## config.mk

```make
export PLATFORM = sky130hd
export DESIGN_NAME = simon_pad_arbiter
export DESIGN_NICKNAME = d
export VERILOG_FILES = /design/src/rtl/simon_pad_arbiter.sv
export SDC_FILE = /design/constraint.sdc
export NUM_CORES = 1
export LEC_CHECK = 0
export ABC_AREA = 0
export BUFFER_PORTS_ARGS = -buffer_cell sky130_fd_sc_hd__buf_2
export CAP_MARGIN = 25
export CORE_MARGIN = 2
export CORE_UTILIZATION = 45
export CTS_CLUSTER_DIAMETER = 150
export DETAILED_ROUTE_END_ITERATION = 16
export PLACE_DENSITY = 0.66
export SLEW_MARGIN = 20
export SYNTH_ARGS = -nofsm -noshare
export SYNTH_HDL_FRONTEND = slang
export SYNTH_SLANG_ARGS = --single-unit
export TNS_END_PERCENT = 5
```

## constraint.sdc

```tcl
create_clock -name clk -period 2.3 [get_ports clk]
set_input_delay 0.46 -clock clk [delete_from_list [all_inputs] [get_ports clk]]
set_output_delay 0.46 -clock clk [all_outputs]
set_load 0.1 [all_outputs]
```

## src/rtl/simon_pad_arbiter.sv

```systemverilog
// simon_pad_arbiter
// Owns the four shared Simon pads (lights and tone) and the raw player buttons.
// Simon playback gets the pads during Simon's turn; otherwise the player does,
// through a synchroniser, debounce, minimum-hold and release-lockout FSM that
// emits one clean player_pressed strobe per press-release cycle.
//
// Optional build macro: SIMON_GAMEOVER_FLASH_EN
//    defined     - pad_light flashes 1111/0000 with a FLASH_TICKS half-period while game over
//    not defined - pad_light stays dark while game over; no flash counter is built
//
// state     | meaning
// ----------+----------------------------------------------------------------
// SIMON     | Simon owns the pads; buttons ignored (also the reset state)
// GAMEOVER  | game ended; pads owned by Simon, sticky until reset_n
// P_IDLE    | player owns pads, waiting for exactly one button
// P_DEB     | candidate button must stay stable for DEB_TICKS cycles
// P_HOLD    | accepted pad lit with tone; stays at least HOLD_TICKS, until release
// P_RELEASE | all buttons must read released for DEB_TICKS cycles before re-arming

module simon_pad_arbiter #(
   parameter int DEB_TICKS   = 3,
   parameter int HOLD_TICKS  = 15,
   parameter int FLASH_TICKS = 30
) (
   input  logic       clk,
   input  logic       reset_n,
   input  logic [3:0] btn,
   input  logic       simon_turn,
   input  logic [1:0] simon_num,
   input  logic       simon_pressed,
   input  logic       game_over,
   output logic [1:0] player_num,
   output logic       player_pressed,
   output logic [3:0] pad_light,
   output logic       tone_en,
   output logic [1:0] tone_num,
   output logic       pad_owner,
   output logic       multi_err
);

   localparam int MAX_DH = (DEB_TICKS > HOLD_TICKS) ? DEB_TICKS : HOLD_TICKS;
   localparam int MAX_T  = (MAX_DH > FLASH_TICKS) ? MAX_DH : FLASH_TICKS;
   localparam int CNT_W  = $clog2(MAX_T + 1);

   localparam logic [CNT_W-1:0] CNT_MAX   = '1;
   localparam logic [CNT_W-1:0] DEB_LAST  = CNT_W'(DEB_TICKS - 1);
   localparam logic [CNT_W-1:0] HOLD_MIN  = CNT_W'(HOLD_TICKS);

   typedef enum logic [2:0] {
      SIMON,
      GAMEOVER,
      P_IDLE,
      P_DEB,
      P_HOLD,
      P_RELEASE
   } state_t;

   function automatic logic [3:0] onehot4(input logic [1:0] idx);
      onehot4 = 4'b0001 << idx;
   endfunction

   function automatic logic [CNT_W-1:0] sat_inc(input logic [CNT_W-1:0] v);
      sat_inc = (v == CNT_MAX) ? v : v + 1'b1;
   endfunction

   state_t           state_q, state_d;
   logic [CNT_W-1:0] cnt_q, cnt_d;
   logic [1:0]       cand_q, cand_d;
   logic [1:0]       pnum_q, pnum_d;
   logic             pp_q, pp_d;
   logic             multi_prev_q, multi_err_q;
   logic [3:0]       sync1_q, btn_s_q;

   logic             go_mode;
   logic             btn_multi;
   logic             btn_single;
   logic [1:0]       btn_idx;
   logic             multi_now;
   logic [3:0]       flash_light;

   // Two-flop synchroniser for the asynchronous board buttons.
   always_ff @(posedge clk) begin
      if (!reset_n) begin
         sync1_q <= '0;
         btn_s_q <= '0;
      end else begin
         sync1_q <= btn;
         btn_s_q <= sync1_q;
      end
   end

   assign go_mode    = game_over | (state_q == GAMEOVER);
   assign btn_multi  = (btn_s_q & (btn_s_q - 4'd1)) != 4'd0;
   assign btn_single = (btn_s_q != 4'd0) && !btn_multi;
   assign multi_now  = !go_mode && !simon_turn && (state_q == P_IDLE) && btn_multi;

   // Index of the (single) pressed synchronised button.
   always_comb begin
      btn_idx = 2'd0;
      for (int i = 0; i < 4; i++) begin
         if (btn_s_q[i]) btn_idx = i[1:0];
      end
   end

`ifdef SIMON_GAMEOVER_FLASH_EN
   logic [CNT_W-1:0] flash_cnt_q;
   logic             flash_on_q;
   localparam logic [CNT_W-1:0] FLASH_LAST = CNT_W'(FLASH_TICKS - 1);

   // Game-over flash timer; parked in the lit phase so the first game_over cycle shows 1111.
   always_ff @(posedge clk) begin
      if (!reset_n || !go_mode) begin
         flash_cnt_q <= '0;
         flash_on_q  <= 1'b1;
      end else if (flash_cnt_q == FLASH_LAST) begin
         flash_cnt_q <= '0;
         flash_on_q  <= ~flash_on_q;
      end else begin
         flash_cnt_q <= flash_cnt_q + 1'b1;
      end
   end

   assign flash_light = flash_on_q ? 4'b1111 : 4'b0000;
`else
   assign flash_light = 4'b0000;
`endif

   // State, counter and strobe registers.
   always_ff @(posedge clk) begin
      if (!reset_n) begin
         state_q      <= SIMON;
         cnt_q        <= '0;
         cand_q       <= 2'd0;
         pnum_q       <= 2'd0;
         pp_q         <= 1'b0;
         multi_prev_q <= 1'b0;
         multi_err_q  <= 1'b0;
      end else begin
         state_q      <= state_d;
         cnt_q        <= cnt_d;
         cand_q       <= cand_d;
         pnum_q       <= pnum_d;
         pp_q         <= pp_d;
         multi_prev_q <= multi_now;
         multi_err_q  <= multi_now & ~multi_prev_q;
      end
   end

   // Next-state logic: game over beats Simon's turn, which beats the player FSM.
   always_comb begin
      state_d = state_q;
      cnt_d   = cnt_q;
      cand_d  = cand_q;
      pnum_d  = pnum_q;
      pp_d    = 1'b0;

      if (go_mode) begin
         state_d = GAMEOVER;
         cnt_d   = '0;
      end else if (simon_turn) begin
         state_d = SIMON;
         cnt_d   = '0;
      end else begin
         case (state_q)
            SIMON: begin
               // A button held across the turn change must be released first.
               state_d = P_RELEASE;
               cnt_d   = '0;
            end
            P_IDLE: begin
               cnt_d = '0;
               if (btn_single) begin
                  cand_d  = btn_idx;
                  cnt_d   = CNT_W'(1);
                  state_d = P_DEB;
               end
            end
            P_DEB: begin
               if (btn_s_q == onehot4(cand_q)) begin
                  if (cnt_q >= DEB_LAST) begin
                     pnum_d  = cand_q;
                     pp_d    = 1'b1;
                     cnt_d   = '0;
                     state_d = P_HOLD;
                  end else begin
                     cnt_d = sat_inc(cnt_q);
                  end
               end else begin
                  cnt_d   = '0;
                  state_d = P_IDLE;
               end
            end
            P_HOLD: begin
               if ((cnt_q >= HOLD_MIN) && (btn_s_q == 4'd0)) begin
                  cnt_d   = '0;
                  state_d = P_RELEASE;
               end else begin
                  cnt_d = sat_inc(cnt_q);
               end
            end
            P_RELEASE: begin
               if (btn_s_q == 4'd0) begin
                  if (cnt_q >= DEB_LAST) begin
                     cnt_d   = '0;
                     state_d = P_IDLE;
                  end else begin
                     cnt_d = sat_inc(cnt_q);
                  end
               end else begin
                  cnt_d = '0;
               end
            end
            default: begin
               state_d = state_q;
            end
         endcase
      end
   end

   // Pad, tone and ownership outputs; the strobe is masked whenever Simon owns the pads.
   always_comb begin
      pad_light      = 4'b0000;
      tone_en        = 1'b0;
      tone_num       = 2'd0;
      pad_owner      = 1'b0;
      player_pressed = 1'b0;

      if (go_mode) begin
         pad_owner = 1'b1;
         pad_light = flash_light;
      end else if (simon_turn) begin
         pad_owner = 1'b1;
         pad_light = simon_pressed ? onehot4(simon_num) : 4'b0000;
         tone_en   = simon_pressed;
         tone_num  = simon_num;
      end else begin
         pad_owner      = (state_q == SIMON);
         player_pressed = pp_q;
         if (state_q == P_HOLD) begin
            pad_light = onehot4(pnum_q);
            tone_en   = 1'b1;
            tone_num  = pnum_q;
         end
      end
   end

   assign player_num = pnum_q;
   assign multi_err  = multi_err_q;

endmodule

```

==> results.json, run 1 <==
{
  "data_required_critical_path_ns": 1.84,
  "dr.pass1.iters": 4,
  "worst-setup-path-type": "flip-flop to output pin",
  "ys.flop_type": "sky130_fd_sc_hd__dfxtp_1",
  "post_route_cells_drive_above_1_share": 0.290,
  "clock_tree_from_tritoncts": "built",
  "wl_per_cell_um": 13.9,
  "ff_latch_area_um2": 472,
  "fp-row-count": 20,
  "chipWidth_um": 59.8,
  "cpLargestDelayFamily": "simple AND/OR/NAND/NOR gates",
  "post-synth-top-area-cell": "sky130_fd_sc_hd__dfxtp_1",
  "yosys_warnings": 0,
  "finalWorstSetupSlack_ns": 0.0864,
  "max_clock_freq_mhz": 452,
  "worst-path-max-fanout": 6,
  "first_global_vias": 1241,
  "share_of_synthesized_flip_flops_with_an_asynchronous_set_or_reset": 0,
  "timing.critical_path.arrival_ns": 1.75,
  "synth-edff-count": 0,
  "global_route.usage.total": 0.193,
  "grt_first_pass_wirelength_um": 5260,
  "max-slew-margin-rel": 0.697,
  "worst_clock_skew_ns": 0.00566,
  "slew_viol_final": 0,
  "hold_path.class": "input port to flip-flop",
  "gpl.final_weighted_congestion": 0.856,
  "synth.avg_cell_area_um2": 8.10,
  "num_antenna_cells": 0,
  "clock_latency_ns": 0.33,
  "cts.htree.levels": 1,
  "cts_buffer_depth": 2,
  "grt-ovfl-total": 0,
  "final-setup-viol-count": 0,
  "finalPower_w": 0.000762,
  "postLayoutCoreUtil": 0.588,
  "drcViolationCount": 0,
  "place_worst_setup_slack_ns": 0.262,
  "power.density_nw_per_um2": 432,
  "num_io_pins": 23,
  "worstPathBufferInverterCount": 1,
  "routed-via-count": 1367,
  "layout.filler_cells": 271,
  "cp_max_stage_cell": "sky130_fd_sc_hd__dfxtp_4",
  "die_area_um2": 3580,
  "die-height_um": 59.8,
  "worst_pin_slew_ns": 0.442,
  "syn_to_final_growth_pct": 26.0,
  "final_hold_viol_count": 0,
  "fin_nets": 214,
  "postSynthNetCount": 186,
  "setup_crit_start_kind": "flip-flop",
  "detail-route-antenna-nets": 0,
  "max_stage_delay_ns": 0.39,
  "routed_wirelength_um": 3240,
  "place_hpwl_um": 2420,
  "flip_flop_and_latch_count_after_synthesis": 23,
  "floorplan.core_area_um2": 3000,
  "multiInputGateArea_um2": 900,
  "cp-startpoint": "state_q[1]",
  "power.leakage_nw": 0.660,
  "effective_utilization_at_floorplan": 0.467,
  "synth-seq-area-share": 0.329,
  "worstReg2RegStart": "btn_s_q[1]",
  "viasPerCell": 5.87,
  "cts.reportedPaths.clkPinSlew_ns": 0.14,
  "layout_worst_path_cycle_share": 0.962,
  "place.port_buffers": 22,
  "max-cap-violations": 0,
  "synth_cell_types": 46,
  "period_needed_ns": 2.21,
  "timing.hold.worst.start": "btn[2]",
  "first_iter_violations": 73,
  "synth_largest_type_area_fraction": 0.329,
  "synthCells": 173,
  "run_status": "finished, final reports clean",
  "initial_antenna_violation_count": 0,
  "synthTopCellsByArea": "sky130_fd_sc_hd__dfxtp_1 (33%), sky130_fd_sc_hd__nor2_1 (5.1%), sky130_fd_sc_hd__and2_1 (4.9%)",
  "mostFrequentLayoutCells": "sky130_fd_sc_hd__dfxtp_1 (20), sky130_fd_sc_hd__nor2_1 (17), sky130_fd_sc_hd__nand2_1 (15), sky130_fd_sc_hd__buf_2 (14), sky130_fd_sc_hd__and2_1 (11)",
  "synthesis.area_um2": 1400,
  "worstPathCellList": "nand3b_1 > nor2_4 > nand2_2 > o22a_1 > nor2_2 > buf_12",
  "timing.hold.ws_ns": 0.329,
  "pin_count_of_the_biggest_net_entering_global_routing": 17,
  "layout_commonest_cell": "sky130_fd_sc_hd__dfxtp_1",
  "cts_buffer_count": 3,
  "irDropWorstVdd_v": 0.000292,
  "critical_path_end_type": "output pin",
  "clock_sink_count": 23,
  "cts-root-buf": "sky130_fd_sc_hd__clkbuf_4"
}
[synth_stat cells, types with 4 or more instances]
cell                       instances
sky130_fd_sc_hd__nor3_1            9
sky130_fd_sc_hd__and2_1           11
sky130_fd_sc_hd__dfxtp_1          23
sky130_fd_sc_hd__a21oi_1          13
sky130_fd_sc_hd__nand3_1           5
sky130_fd_sc_hd__nand2_1          16
sky130_fd_sc_hd__clkbuf_1          4
sky130_fd_sc_hd__nor2_1           19
sky130_fd_sc_hd__inv_1             6
sky130_fd_sc_hd__nor2b_1           4
sky130_fd_sc_hd__o21ai_0           5
sky130_fd_sc_hd__a211oi_1          4
[through the flow]
step           instance area (µm²)  TNS (ns)  cells
5_1_grt                       1770   -0.0120    233
3_3_place_gp                  1680         0    225
2_1_floorplan                 1430     -3.45    173
6_report                      1770         0    233
3_5_place_dp                  1680         0    225
4_1_cts                       1720         0    229
[cells by family (layout without fill, tap and decap cells)]
family,after synthesis,after routing,synth area share
DFF,23,23,0.329
xor gates and xnor gates,1,1,0.00625
muxes,3,3,0.0214
AOI/OAI and AO/OA,41,41,0.216
and+or+nand+nor,89,89,0.355
buffers and inverters,14,41,0.0545
adders and majority gates,2,2,0.0179
[layer usage]
metal	GRT usage	routed length [µm]	vias to the layer above	part of all wire
met5	0	0	-	0
met4	0.127	133	0	0.041
met3	0.0303	107	16	0.033
met2	0.297	1590	36	0.49
met1	0.248	1410	632	0.43
li1	-	-	683	-
[area by class of cell]
class,count,share of cell area
Multi-Input combinational cell,136,0.510
Inverter,6,0.0142
Sequential cell,23,0.267
Timing Repair Buffer,31,0.169
Clock buffer,3,0.0128
Clock inverter,1,0.00425
Tap cell,33,0.0234
[power by group]
part | total [W] | internal (W) | switching, W | leakage (nW)
Combinational | 0.000142 | 0.0000544 | 0.0000877 | 0.457
Sequential | 0.000417 | 0.000406 | 0.0000112 | 0.189
Clock | 0.000204 | 0.0000666 | 0.000137 | 0.0139
Total | 0.000762 | 0.000527 | 0.000236 | 0.660
[flip-flops by register name (all words and copies together), names as in the netlist]
register and cells:
cnt_q 5, multi_err 1, state_q 3, player_num 2, pp_q 1, cand_q 2
multi_prev_q 1, btn_s_q 4, sync1_q 4
[path summary, 6_finish.rpt]
check / endpoint / slack [ns] / cells past startpoint
worst max-delay path: pad_light[2] / 0.09 / 6
worst min-delay path: sync1_q[2] / 0.33 / 2
worst max register to register: state_q[2] / 0.24 / 6
worst min register to register: multi_err / 0.41 / 1
[what timing repair did]
item,CTS,global route
setup buffers,0,4
pin swaps,0,2
hold buffers,0,0
setup endpoints to repair,7,7
gates resized for setup,4,8
No activity file was read; power rests on OpenSTA's default activity.
==> run 2, diff against run 1 <==
--- a/config.mk
+++ b/config.mk
@@ -7,7 +7,7 @@
 export LEC_CHECK = 0
 export ABC_AREA = 0
 export BUFFER_PORTS_ARGS = -buffer_cell sky130_fd_sc_hd__buf_2
-export CAP_MARGIN = 25
+export CAP_MARGIN = 20
 export CORE_MARGIN = 2
 export CORE_UTILIZATION = 45
 export CTS_CLUSTER_DIAMETER = 150
==> constraint.sdc (replaced) <==
create_clock -name clk -period 2.3 [get_ports clk]
set_input_delay 0.46 -clock clk [delete_from_list [all_inputs] [get_ports clk]]
set_output_delay 0.46 -clock clk [all_outputs]
set_load 0.05 [all_outputs]
==> run 2 against run 1 <==
- worst setup slack gained 0.048 ns
- clock skew shrank 0.0010 ns
- clock power shrank 5%
- power shrank 5.6%
- sequential share of layout area grew 2.6 points
- critical endpoint unchanged
- highest routed layer unchanged
==> results.json, run 2 (synthesis gave the netlist of run 1 again) <==
{
  "finalPower_w": 0.000720,
  "run_status": "finished, final reports clean",
  "timing.hold.worst.start": "btn[0]",
  "post-cts-setup-buffers": 0,
  "internal_power_w": 0.000514,
  "clock_sink_count": 23,
  "worstPathBufferInverterCount": 2,
  "crit-reg2reg-capture": "state_q[2]",
  "cts_buffer_depth": 2,
  "place.port_buffers": 22,
  "worst_clock_skew_ns": 0.00462,
  "cts.reportedPaths.clkPinSlew_ns": 0.13,
  "cts_buffer_count": 3,
  "grt_first_pass_wirelength_um": 5180,
  "r2r_setup_slack_ns": 0.29,
  "global_route.usage.total": 0.186,
  "detail-route-antenna-nets": 0,
  "post_route_cells_drive_above_1_share": 0.241,
  "timing.reg2reg.worst_path_depth": 6,
  "clock_tree_from_tritoncts": "built",
  "grt-ovfl-total": 0,
  "max_clock_freq_mhz": 462,
  "max-slew-margin-rel": 0.696,
  "pin_count_of_the_biggest_net_entering_global_routing": 17,
  "mostFrequentLayoutCells": "sky130_fd_sc_hd__dfxtp_1 (20), sky130_fd_sc_hd__buf_2 (20), sky130_fd_sc_hd__nor2_1 (18), sky130_fd_sc_hd__nand2_1 (16), sky130_fd_sc_hd__a21oi_1 (13)",
  "power.density_nw_per_um2": 455,
  "power_frac_comb": 0.148,
  "die_area_um2": 3580,
  "area_after_detailed_placement_um2": 1530,
  "first_iter_violations": 84,
  "final-setup-viol-count": 0,
  "postLayoutCoreUtil": 0.527,
  "power.share.clock": 0.269,
  "drcViolationCount": 0,
  "worst_hold_path.num_cells": 2,
  "netSwitchingPower_w": 0.000206,
  "fin_nets": 209,
  "clock_latency_ns": 0.31,
  "wl_per_cell_um": 13.4,
  "syn_to_final_growth_pct": 12.9,
  "effective_utilization_at_floorplan": 0.467,
  "routed-via-count": 1323,
  "critical_path_end_type": "output pin",
  "chipWidth_um": 59.8,
  "viasPerCell": 5.80,
  "num_antenna_cells": 0,
  "data_required_critical_path_ns": 1.84,
  "layout.cell_area.non_filler_um2": 1580,
  "fp-row-count": 20,
  "worst-setup-path-type": "flip-flop to output pin",
  "worst_pin_slew_ns": 0.445,
  "worst-path-max-fanout": 7,
  "cts-root-buf": "sky130_fd_sc_hd__clkbuf_4",
  "rsz0062_at_grt": "no",
  "routed_wirelength_um": 3050,
  "num_io_pins": 23,
  "place_hpwl_um": 2330,
  "max-cap-violations": 0,
  "first_global_vias": 1199,
  "layout_worst_path_cycle_share": 0.942,
  "largest_register_ff_count": 5,
  "timing.critical_path.arrival_ns": 1.71,
  "gpl.final_weighted_congestion": 0.935,
  "cpLargestDelayFamily": "simple AND/OR/NAND/NOR gates",
  "largestRegisters": "cnt_q (5), btn_s_q (4), sync1_q (4)",
  "cts.htree.levels": 1,
  "hold-path-endpoint": "sync1_q[0]",
  "setup_crit_start_kind": "flip-flop",
  "worstReg2RegStart": "btn_s_q[1]",
  "period_needed_ns": 2.17,
  "die-height_um": 59.8,
  "initial_antenna_violation_count": 0,
  "floorplan.core_area_um2": 3000,
  "dr.pass1.iters": 5,
  "irDropWorstVdd_v": 0.000262,
  "cp_max_stage_cell": "sky130_fd_sc_hd__dfxtp_2",
  "switching_share": 0.286,
  "hold_path.class": "input port to flip-flop",
  "layout.filler_cells": 291,
  "power.leakage_nw": 0.611,
  "power.sequential.fraction": 0.583,
  "max_flop_register": "cnt_q",
  "slew_viol_final": 0,
  "final_hold_viol_count": 0,
  "max_stage_delay_ns": 0.39,
  "worstPathCellList": "inv_2 > nand3b_1 > nor2_4 > nand2_1 > o22a_1 > nor2_1 > buf_4"
}
## run 2: per-stage QoR
step / hold WS, ns / setup slack [ns] / setup TNS, ns / cells
2_1_floorplan: 0.375 / -0.320 / -0.320 / 173
3_3_place_gp: 0.386 / 0.347 / 0 / 224
3_5_place_dp: 0.391 / 0.251 / 0 / 224
4_1_cts: 0.330 / 0.00828 / 0 / 228
5_1_grt: 0.323 / 0.00614 / 0 / 228
6_report: 0.343 / 0.134 / 0 / 228
## run 2: final cells by class
| type | instances | area (µm²) | area share |
|---|---|---|---|
| tap | 33 | 41.3 | 0.0261 |
| multi-input combinational | 136 | 878 | 0.555 |
| sequential | 23 | 464 | 0.294 |
| clock inverter | 1 | 7.51 | 0.00475 |
| clock buffer | 3 | 22.5 | 0.0142 |
| inverter | 6 | 22.5 | 0.0142 |
| timing repair buffer | 26 | 145 | 0.0918 |
## run 2: routing by layer
metal	vias to the layer above	global-route usage	wire, µm
met4	0	0.0635	36
li1	673	-	-
met2	34	0.289	1440
met1	612	0.253	1450
met3	4	0.0411	123
met5	-	0	0
## run 2: how the worst max path moves through the flow
stage,startpoint,depth (start not counted),endpoint,slack [ns]
floorplan,state_q[2],5,pad_light[0],-0.32
global placement,state_q[0],7,pad_light[2],0.35
detailed placement,state_q[0],7,pad_light[2],0.25
CTS,state_q[0],7,pad_light[2],0.008
global route,state_q[0],7,pad_light[2],0.006
finish,state_q[0],7,pad_light[2],0.13
## run 2: repair_timing
action	4_1_cts	5_1_grt
gates resized for setup	2	7
hold buffers	0	0
gates cloned	0	0
endpoints found under the setup margin	1	8
## run 2: power groups by stage
| stage | registers [W] | clock network (W) | logic [W] |
|---|---|---|---|
| finish | 0.000419 | 0.000194 | 0.000107 |
| floorplan | 0.000421 | 0 | 0.0000818 |
| detailed placement | 0.000427 | 0 | 0.000104 |
| CTS | 0.000418 | 0.000202 | 0.000105 |
| global placement | 0.000426 | 0 | 0.000102 |
| global route | 0.000421 | 0.000220 | 0.000117 |
